### config.mk
export PLATFORM = sky130hd
export DESIGN_NAME = muldiv_unit
export DESIGN_NICKNAME = d
export VERILOG_FILES = /design/src/rtl/muldiv_unit.sv
export SDC_FILE = /design/constraint.sdc
export NUM_CORES = 2
export LEC_CHECK = 0
export ABC_AREA = 1
export CELL_PAD_IN_SITES_DETAIL_PLACEMENT = 0
export CELL_PAD_IN_SITES_GLOBAL_PLACEMENT = 1
export CORE_MARGIN = 1
export CORE_UTILIZATION = 50
export DETAILED_ROUTE_END_ITERATION = 10
export GPL_TIMING_DRIVEN = 0
export PLACE_DENSITY = 0.88
export SLEW_MARGIN = 20
export SYNTH_ARGS = -nofsm -noshare
export SYNTH_HDL_FRONTEND = slang
export SYNTH_SLANG_ARGS = --single-unit
### constraint.sdc
create_clock -name clk -period 17.3 [get_ports clk]
set_input_delay 3.46 -clock clk [delete_from_list [all_inputs] [get_ports clk]]
set_output_delay 3.46 -clock clk [all_outputs]
set_load 0.03 [all_outputs]
### src/rtl/muldiv_unit.sv
// muldiv_unit: multi-cycle RV32M multiply/divide unit with restoring radix-2 division
module muldiv_unit #(
    parameter int XLEN  = 32,
    parameter int CNT_W = $clog2(XLEN) + 1
) (
    input  logic            clk,
    input  logic            rst,
    input  logic            start,
    input  logic [2:0]      op,
    input  logic [XLEN-1:0] data1,
    input  logic [XLEN-1:0] data2,
    input  logic            flush,
    output logic            busy,
    output logic            done,
    output logic [XLEN-1:0] result
);
    typedef enum logic [2:0] {IDLE, MUL, DIV, FIX, DONE} state_t;
    state_t state, next;
    logic [2:0]        opq;
    logic [XLEN-1:0]   a, b, quo, dvs;
    logic [XLEN:0]     rem, dif;
    logic [XLEN+1:0]   sh;
    logic [CNT_W-1:0]  cnt;
    logic [2*XLEN-1:0] ea, eb, prod;
    logic              sgn, dz, ovf, s1, s2, ge;
    logic [XLEN-1:0]   abs1, abs2, mulres, qf, rf;

    assign sgn  = ~op[0];
    assign dz   = data2 == '0;
    assign ovf  = sgn && (data1 == {1'b1, {(XLEN-1){1'b0}}}) && (&data2);
    assign abs1 = (sgn && data1[XLEN-1]) ? -data1 : data1;
    assign abs2 = (sgn && data2[XLEN-1]) ? -data2 : data2;
    // MULH and MULHSU treat rs1 as signed; only MULH treats rs2 as signed
    assign s1     = ^opq[1:0];
    assign s2     = opq[1:0] == 2'b01;
    assign ea     = {{XLEN{s1 & a[XLEN-1]}}, a};
    assign eb     = {{XLEN{s2 & b[XLEN-1]}}, b};
    assign prod   = ea * eb;
    assign mulres = (opq[1:0] == 2'b00) ? prod[XLEN-1:0] : prod[2*XLEN-1:XLEN];
    assign sh     = {rem, quo[XLEN-1]};
    assign ge     = sh >= {2'b00, dvs};
    assign dif    = sh[XLEN:0] - {1'b0, dvs};
    assign qf     = (~opq[0] && (a[XLEN-1] ^ b[XLEN-1])) ? -quo : quo;
    assign rf     = (~opq[0] && a[XLEN-1]) ? -rem[XLEN-1:0] : rem[XLEN-1:0];
    assign busy   = state != IDLE;
    assign done   = state == DONE;

    always_ff @(posedge clk)
        state <= rst ? IDLE : next;

    always_comb begin
        next = state;
        case (state)
            IDLE:    if (start) next = !op[2] ? MUL : (dz || ovf) ? DONE : DIV;
            MUL:     next = DONE;
            DIV:     if (cnt == CNT_W'(1)) next = FIX;
            FIX:     next = DONE;
            default: next = IDLE;
        endcase
        if (flush) next = IDLE;
    end

    always_ff @(posedge clk) begin
        if (rst) begin
            opq    <= '0;
            a      <= '0;
            b      <= '0;
            quo    <= '0;
            dvs    <= '0;
            rem    <= '0;
            cnt    <= '0;
            result <= '0;
        end else begin
            case (state)
                IDLE: if (start && !flush) begin
                    opq <= op;
                    a   <= data1;
                    b   <= data2;
                    rem <= '0;
                    quo <= abs1;
                    dvs <= abs2;
                    cnt <= CNT_W'(XLEN);
                    if (op[2] && (dz || ovf))
                        result <= op[1] ? (dz ? data1 : '0) : (dz ? '1 : data1);
                end
                MUL: if (!flush) result <= mulres;
                DIV: begin
                    rem <= ge ? dif : sh[XLEN:0];
                    quo <= {quo[XLEN-2:0], ge};
                    cnt <= cnt - CNT_W'(1);
                end
                FIX: if (!flush) result <= opq[1] ? rf : qf;
                default: ;
            endcase
        end
    end
endmodule
# After elaboration in Yosys (flattened, before gate mapping)
# Index checks and enable logic that the tools add are counted.
# word_totals
reg_bits	204
# classes
n_addsub	6
n_mux	26
reduce_logical	24
mul	1
eq_ne	13
order_cmp	1
bitwise	5
# ops
operator	count
2-to-1 mux 32 bit	14
negation 32 bit	4
one-hot mux 32 bit (3 select lines)	1
2-to-1 mux 33 bit	2
one-hot mux 33 bit (2 select lines)	1
multiplier 33 x 33 -> 64 bit	1
one-hot mux 32 bit (2 select lines)	1
greater-or-equal comparator 34 x 32 -> 1 bit	1
subtractor 33 x 32 -> 33 bit	1
== test 32 bit (second input constant)	1
logical NOT 32 bit	1
AND reduction 32 bit	1
2-to-1 mux 3 bit	4
!= test 2 bit (second input constant)	6
one-hot mux 6 bit (2 select lines)	1
one-hot mux 3 bit (3 select lines)	1
logical AND 1 bit	8
== test 3 x 2 -> 1 bit (second input constant)	2
== test 6 x 1 -> 1 bit (second input constant)	1
2-to-1 mux 6 bit	1
AND reduction 2 bit	3
nonzero test 3 bit	2
subtractor 6 x 1 -> 6 bit (second input constant)	1
AND reduction 5 bit	1
other kinds (13)	16

# Longest topological paths before layout
# depth
ltp_word	8
depth_mapped	39
ltp_nobuf	35

# Least setup slack after synthesis
# OpenSTA, ideal clock, no wires.
# synth_timing
kind	register to register
from	register opq[1]
to	register result[30]
path_stages_with_launch	33
setup_ns	0.117
arrival_ns	8.278
setup_slack_ns	8.906
path_cell_list	dfxtp_1 clkbuf_1 inv_1 clkbuf_1 clkbuf_1 ha_1 nand2_2 clkbuf_1 nor2_1 fa_1 inv_1 fa_1 inv_1 fa_1 inv_1 fa_1 fa_1 inv_1 fa_1 inv_1 fa_1 fa_1 inv_1 ha_1 inv_1 nor3_1 nand2_1 nor4_1 nand2_1 nand3_1 nand3_1 nand2_1 a21oi_1
# synth_via
elab_chain_cells	6
# synth_lines
element	line	text
start: declaration	19	logic [2:0] opq;
start signal: assignment	76	opq <= op;
== test 2 x 1 -> 1 bit / parity 2 bit (equally long branches)	35, 34	
bitwise AND 1 bit (on tied branches)	37, 36	
multiplier 33 x 33 -> 64 bit	38	assign prod = ea * eb;
2-to-1 mux 32 bit	39	assign mulres = (opq[1:0] == 2'b00) ? prod[XLEN-1:0] : prod[2*XLEN-1:XLEN];
2-to-1 mux 32 bit	86	MUL: if (!flush) result <= mulres;
one-hot mux 32 bit (3 select lines) *	74	case (state)
end signal: assignment	84	result <= op[1] ? (dz ? data1 : '0) : (dz ? '1 : data1);
end signal: assignment	86	
end signal: assignment	92	FIX: if (!flush) result <= opq[1] ? rf : qf;
end: declaration	15	output logic [XLEN-1:0] result
# Mark *: on every way between the ends. The rest lies on a longest branch, timed or not. The select of a mux whose other input is x is not followed.
# A chain may end at the register's enable or synchronous reset.

# Worst setup path after layout
# layout_timing
from	register opq[1]
to	register result[26]
# Same word-level chain as after synthesis.

==> summary.md <==
| Metric | Value |
|---|---|
| Total gr overflow | `0` |
| Design Area, Final | `0.0584 sq mm` |
| Setup TNS | `0 ns` |
| Hold Crit Start | `dvs[26]$_SDFFE_PP0P_` |
| Min-Delay Endpoint | `dvs[26]$_SDFFE_PP0P_` |
| Layout cell share with drive strength beyond 1 | `2.04%` |
| DIE AREA | `0.111 sq mm` |
| Cell Rows | `121` |
| R2R Path End | `result[26]$_SDFFE_PP0P_` |
| Number of synthesized flops with an enable pin | `0` |
| CTS tree | `yes` |
| Final hold vios | `0` |
| Cell Area, Synth | `0.0548 sq mm` |
| Int Pwr | `0.00151 W` |
| Post-CTS Setup Bufs | `0` |
| Post-synthesis cell type count | `62` |
| I/O pins | `105` |
| Nets@finish | `9082` |
| Area delta synth->final | `6.64%` |
| Vias in the first global route | `51900` |
| Hold Path Class | `reg -> reg` |
| Initial DRC Count | `4851` |
| Routed vias | `51200` |
| Final WL | `237 mm` |
| First-pass GRT wire length | `345 mm` |
| Combinational share of power | `68.4%` |
| Relative slew margins | `15.5%` |
| Mean area per synthesized cell | `7.30 sq um` |
| Hold_ws | `0.469 ns` |
| Asr flop ratio synth | `0%` |
| DRC errors left | `0` |
| Max-slew violation count | `0` |
| Syn Nets | `8956` |
| Crit path arrival time | `12.05 ns` |
| FF-to-FF path depth | `35` |
| Minimum clock period | `11.55 ns` |
| CTS resizes | `0` |
| Fin util | `53.8%` |
| Top Family by Delay on Critical Path | `adder cells` |
| Clock power share | `16.5%` |
| Most frequent cells in the layout | `1950 x inv_1, 1740 x nand2_1, 1125 x fa_1, 460 x nor2_1, 328 x clkbuf_1` |
| Crit path buffers/inverters | `12` |
| Post-DRT Antenna Nets | `0` |
| CP Class | `reg -> reg` |
| CP max-delay cell | `fa_1` |
| Global placer's final weighted congestion | `1.05` |
| Synth warn | `0` |
| Reg2reg start | `opq[1]$_SDFFE_PP0P_` |
| CP Capture Type | `register` |
| Final Cycle Share | `66.8%` |
| Core ar. | `0.109 sq mm` |
| PwrDens | `58.5 mW/mm^2` |
| Measured slew at the worst slew-check pin | `1.27 ns` |
| Maxcap violations | `0` |
| Overall routing resource usage | `43.0%` |
| Outcome | `finished clean` |
| Mean routed wirelength per cell | `26.1 um` |
| Fillers | `10900` |
| Fmax | `86.6 MHz` |
| Die Ht | `333 um` |
| Cells after synthesis | `7505` |
| Synth Flop Type | `dfxtp_1` |
| Clock-pin slew on the worst setup and hold paths | `0.06 ns` |
| Critical path peak fanout | `11` |
| Sw Pwr | `0.00190 W` |
| Cell leakage power | `29.1 nW` |
| Switching Share | `55.7%` |
| Hold depth | `2` |
| Initial antenna violation count | `11` |
| Register area share after synthesis | `7.42%` |
| CTS sink cnt | `203` |
| Most common cell after layout, fill and taps aside | `inv_1` |
| WP data required | `17.80 ns` |
| Slowest stage delay, CP | `0.97 ns` |
| Setup crit start kind | `register` |
| CTS max path bufs | `3` |
| Post-DP HPWL | `204 mm` |
| Die width | `333 um` |
| Flop pwr share | `15.1%` |
| Largest net degree at the start of global routing | `15` |
| R2R setup slack | `5.75 ns` |
| Vias per cell | `5.65` |
| Setup violators final | `0` |
| Synth Register Bits | `203` |
| Placed Area | `0.0576 sq mm` |
| DRT Pass-1 Iters | `10` |
| Worst Skew | `0.0302 ns` |
| Num CTS Buffers | `24` |
| RSZ-0062 raised after global routing | `false` |
| H-tree depth | `1` |
| Clock root cell | `clkbuf_16` |
| Hold_buf cts | `0` |
| VDD IR max | `0.0000810 V` |
| Clock Latency Late Sink | `0.59 ns` |
| Starting Density | `50.4%` |
| I/O Buffers | `99` |
[per-layer routing]
layer  vias to the layer above  GRT usage [%]  wire, um
li1                      22400              -         -
met5                         -              0        65
met4                        10           31.8     21400
met1                     25400           51.1     84200
met3                       757           6.41     20400
met2                      2615           71.1    111000
[flip-flops by register name (all words and copies together), names as in the netlist]
register / flops
dvs: 31
cnt: 6
a: 32
rem: 33
state: 3
opq: 2
b: 32
quo: 32
result: 32
[worst max-delay path by stage]
stage / from / endpoint / slack [ns] / depth (start not counted)
finish: opq[1]$_SDFFE_PP0P_ / result[26]$_SDFFE_PP0P_ / 5.75 / 35
global route: opq[1]$_SDFFE_PP0P_ / result[26]$_SDFFE_PP0P_ / 5.43 / 35
CTS: opq[1]$_SDFFE_PP0P_ / result[26]$_SDFFE_PP0P_ / 5.90 / 35
detailed placement: opq[1]$_SDFFE_PP0P_ / result[26]$_SDFFE_PP0P_ / 5.97 / 35
global placement: opq[1]$_SDFFE_PP0P_ / result[26]$_SDFFE_PP0P_ / 6.04 / 34
floorplan: opq[1]$_SDFFE_PP0P_ / result[30]$_SDFFE_PP0P_ / 8.91 / 32
[cells by family after synthesis]
logic type	after synthesis	share of synthesized area (%)
AND/OR/NAND/NOR	2698	20.1
buffers and inverters	2352	16.3
adder cells (fa/ha/maj)	1380	46.9
AO/OA/AOI/OAI	817	8.36
flip-flops	203	7.42
XOR/XNOR	55	0.879
[stage by stage]
step | std cells | total power (W) | setup WS (ns)
finish | 9065 | 0.00342 | 5.75
global route | 9063 | 0.00360 | 5.43
CTS | 9063 | 0.00336 | 5.90
detailed placement | 9019 | 0.00277 | 5.97
global placement | 9018 | 0.00278 | 6.04
floorplan | 7505 | 0.00185 | 8.91
[cells in the mapped netlist (all sizes together) (3+ instances only)]
cell type | n | area, sq um
a211oi | 23 | 173
a21boi | 3 | 26.3
a21o | 9 | 67.6
a21oi | 310 | 1560
a221oi | 3 | 26.3
a22oi | 13 | 97.6
a31oi | 25 | 156
buf | 45 | 267
clkbuf | 335 | 1260
clkinv | 4 | 16.3
dfxtp | 203 | 4060
fa | 1126 | 22500
ha | 254 | 3180
inv | 1968 | 7390
nand2 | 1747 | 6580
nand3 | 305 | 1560
nand3b | 11 | 82.6
nand4 | 70 | 438
nor2 | 471 | 1820
nor3 | 72 | 395
nor4 | 8 | 56.3
o211ai | 61 | 463
o21a | 6 | 45.0
o21ai | 315 | 1610
o21bai | 10 | 75.1
o221ai | 4 | 35.0
o22ai | 21 | 131
o311ai | 3 | 26.3
o31ai | 3 | 22.5
or2 | 12 | 75.1
xnor2 | 20 | 175
xor2 | 35 | 307
[worst reg2reg max path, delay by kind of cell (launching register included)]
family | cells | cell delay (ns)
compound gates | 1 | 0.15
fa+ha+maj | 10 | 5.57
buf+inv | 12 | 3.50
flops | 1 | 0.30
simple gates | 12 | 1.96
[power by group through the flow]
| stage | clock, W | combinational (W) | sequential (W) |
|---|---|---|---|
| 5_1_grt | 0.000583 | 0.00250 | 0.000517 |
| 3_5_place_dp | 0 | 0.00225 | 0.000525 |
| 2_1_floorplan | 0 | 0.00133 | 0.000519 |
| 6_report | 0.000565 | 0.00234 | 0.000515 |
| 3_3_place_gp | 0 | 0.00225 | 0.000524 |
| 4_1_cts | 0.000565 | 0.00228 | 0.000514 |
[cell type report]
cell class                 instances  area [sq um]  area share, %
antenna                            2          5.00        0.00856
buffer                           380          1540           2.63
clock buffer                      32           702           1.20
clock inverter                    12           133          0.227
inverter                        1972          7410           12.7
multi-input combinational       4950         41800           71.5
sequential                       203          4060           6.95
tap                             1414          1770           3.03
timing repair buffer             100          1020           1.74
No activity file was read; power rests on OpenSTA's default activity.
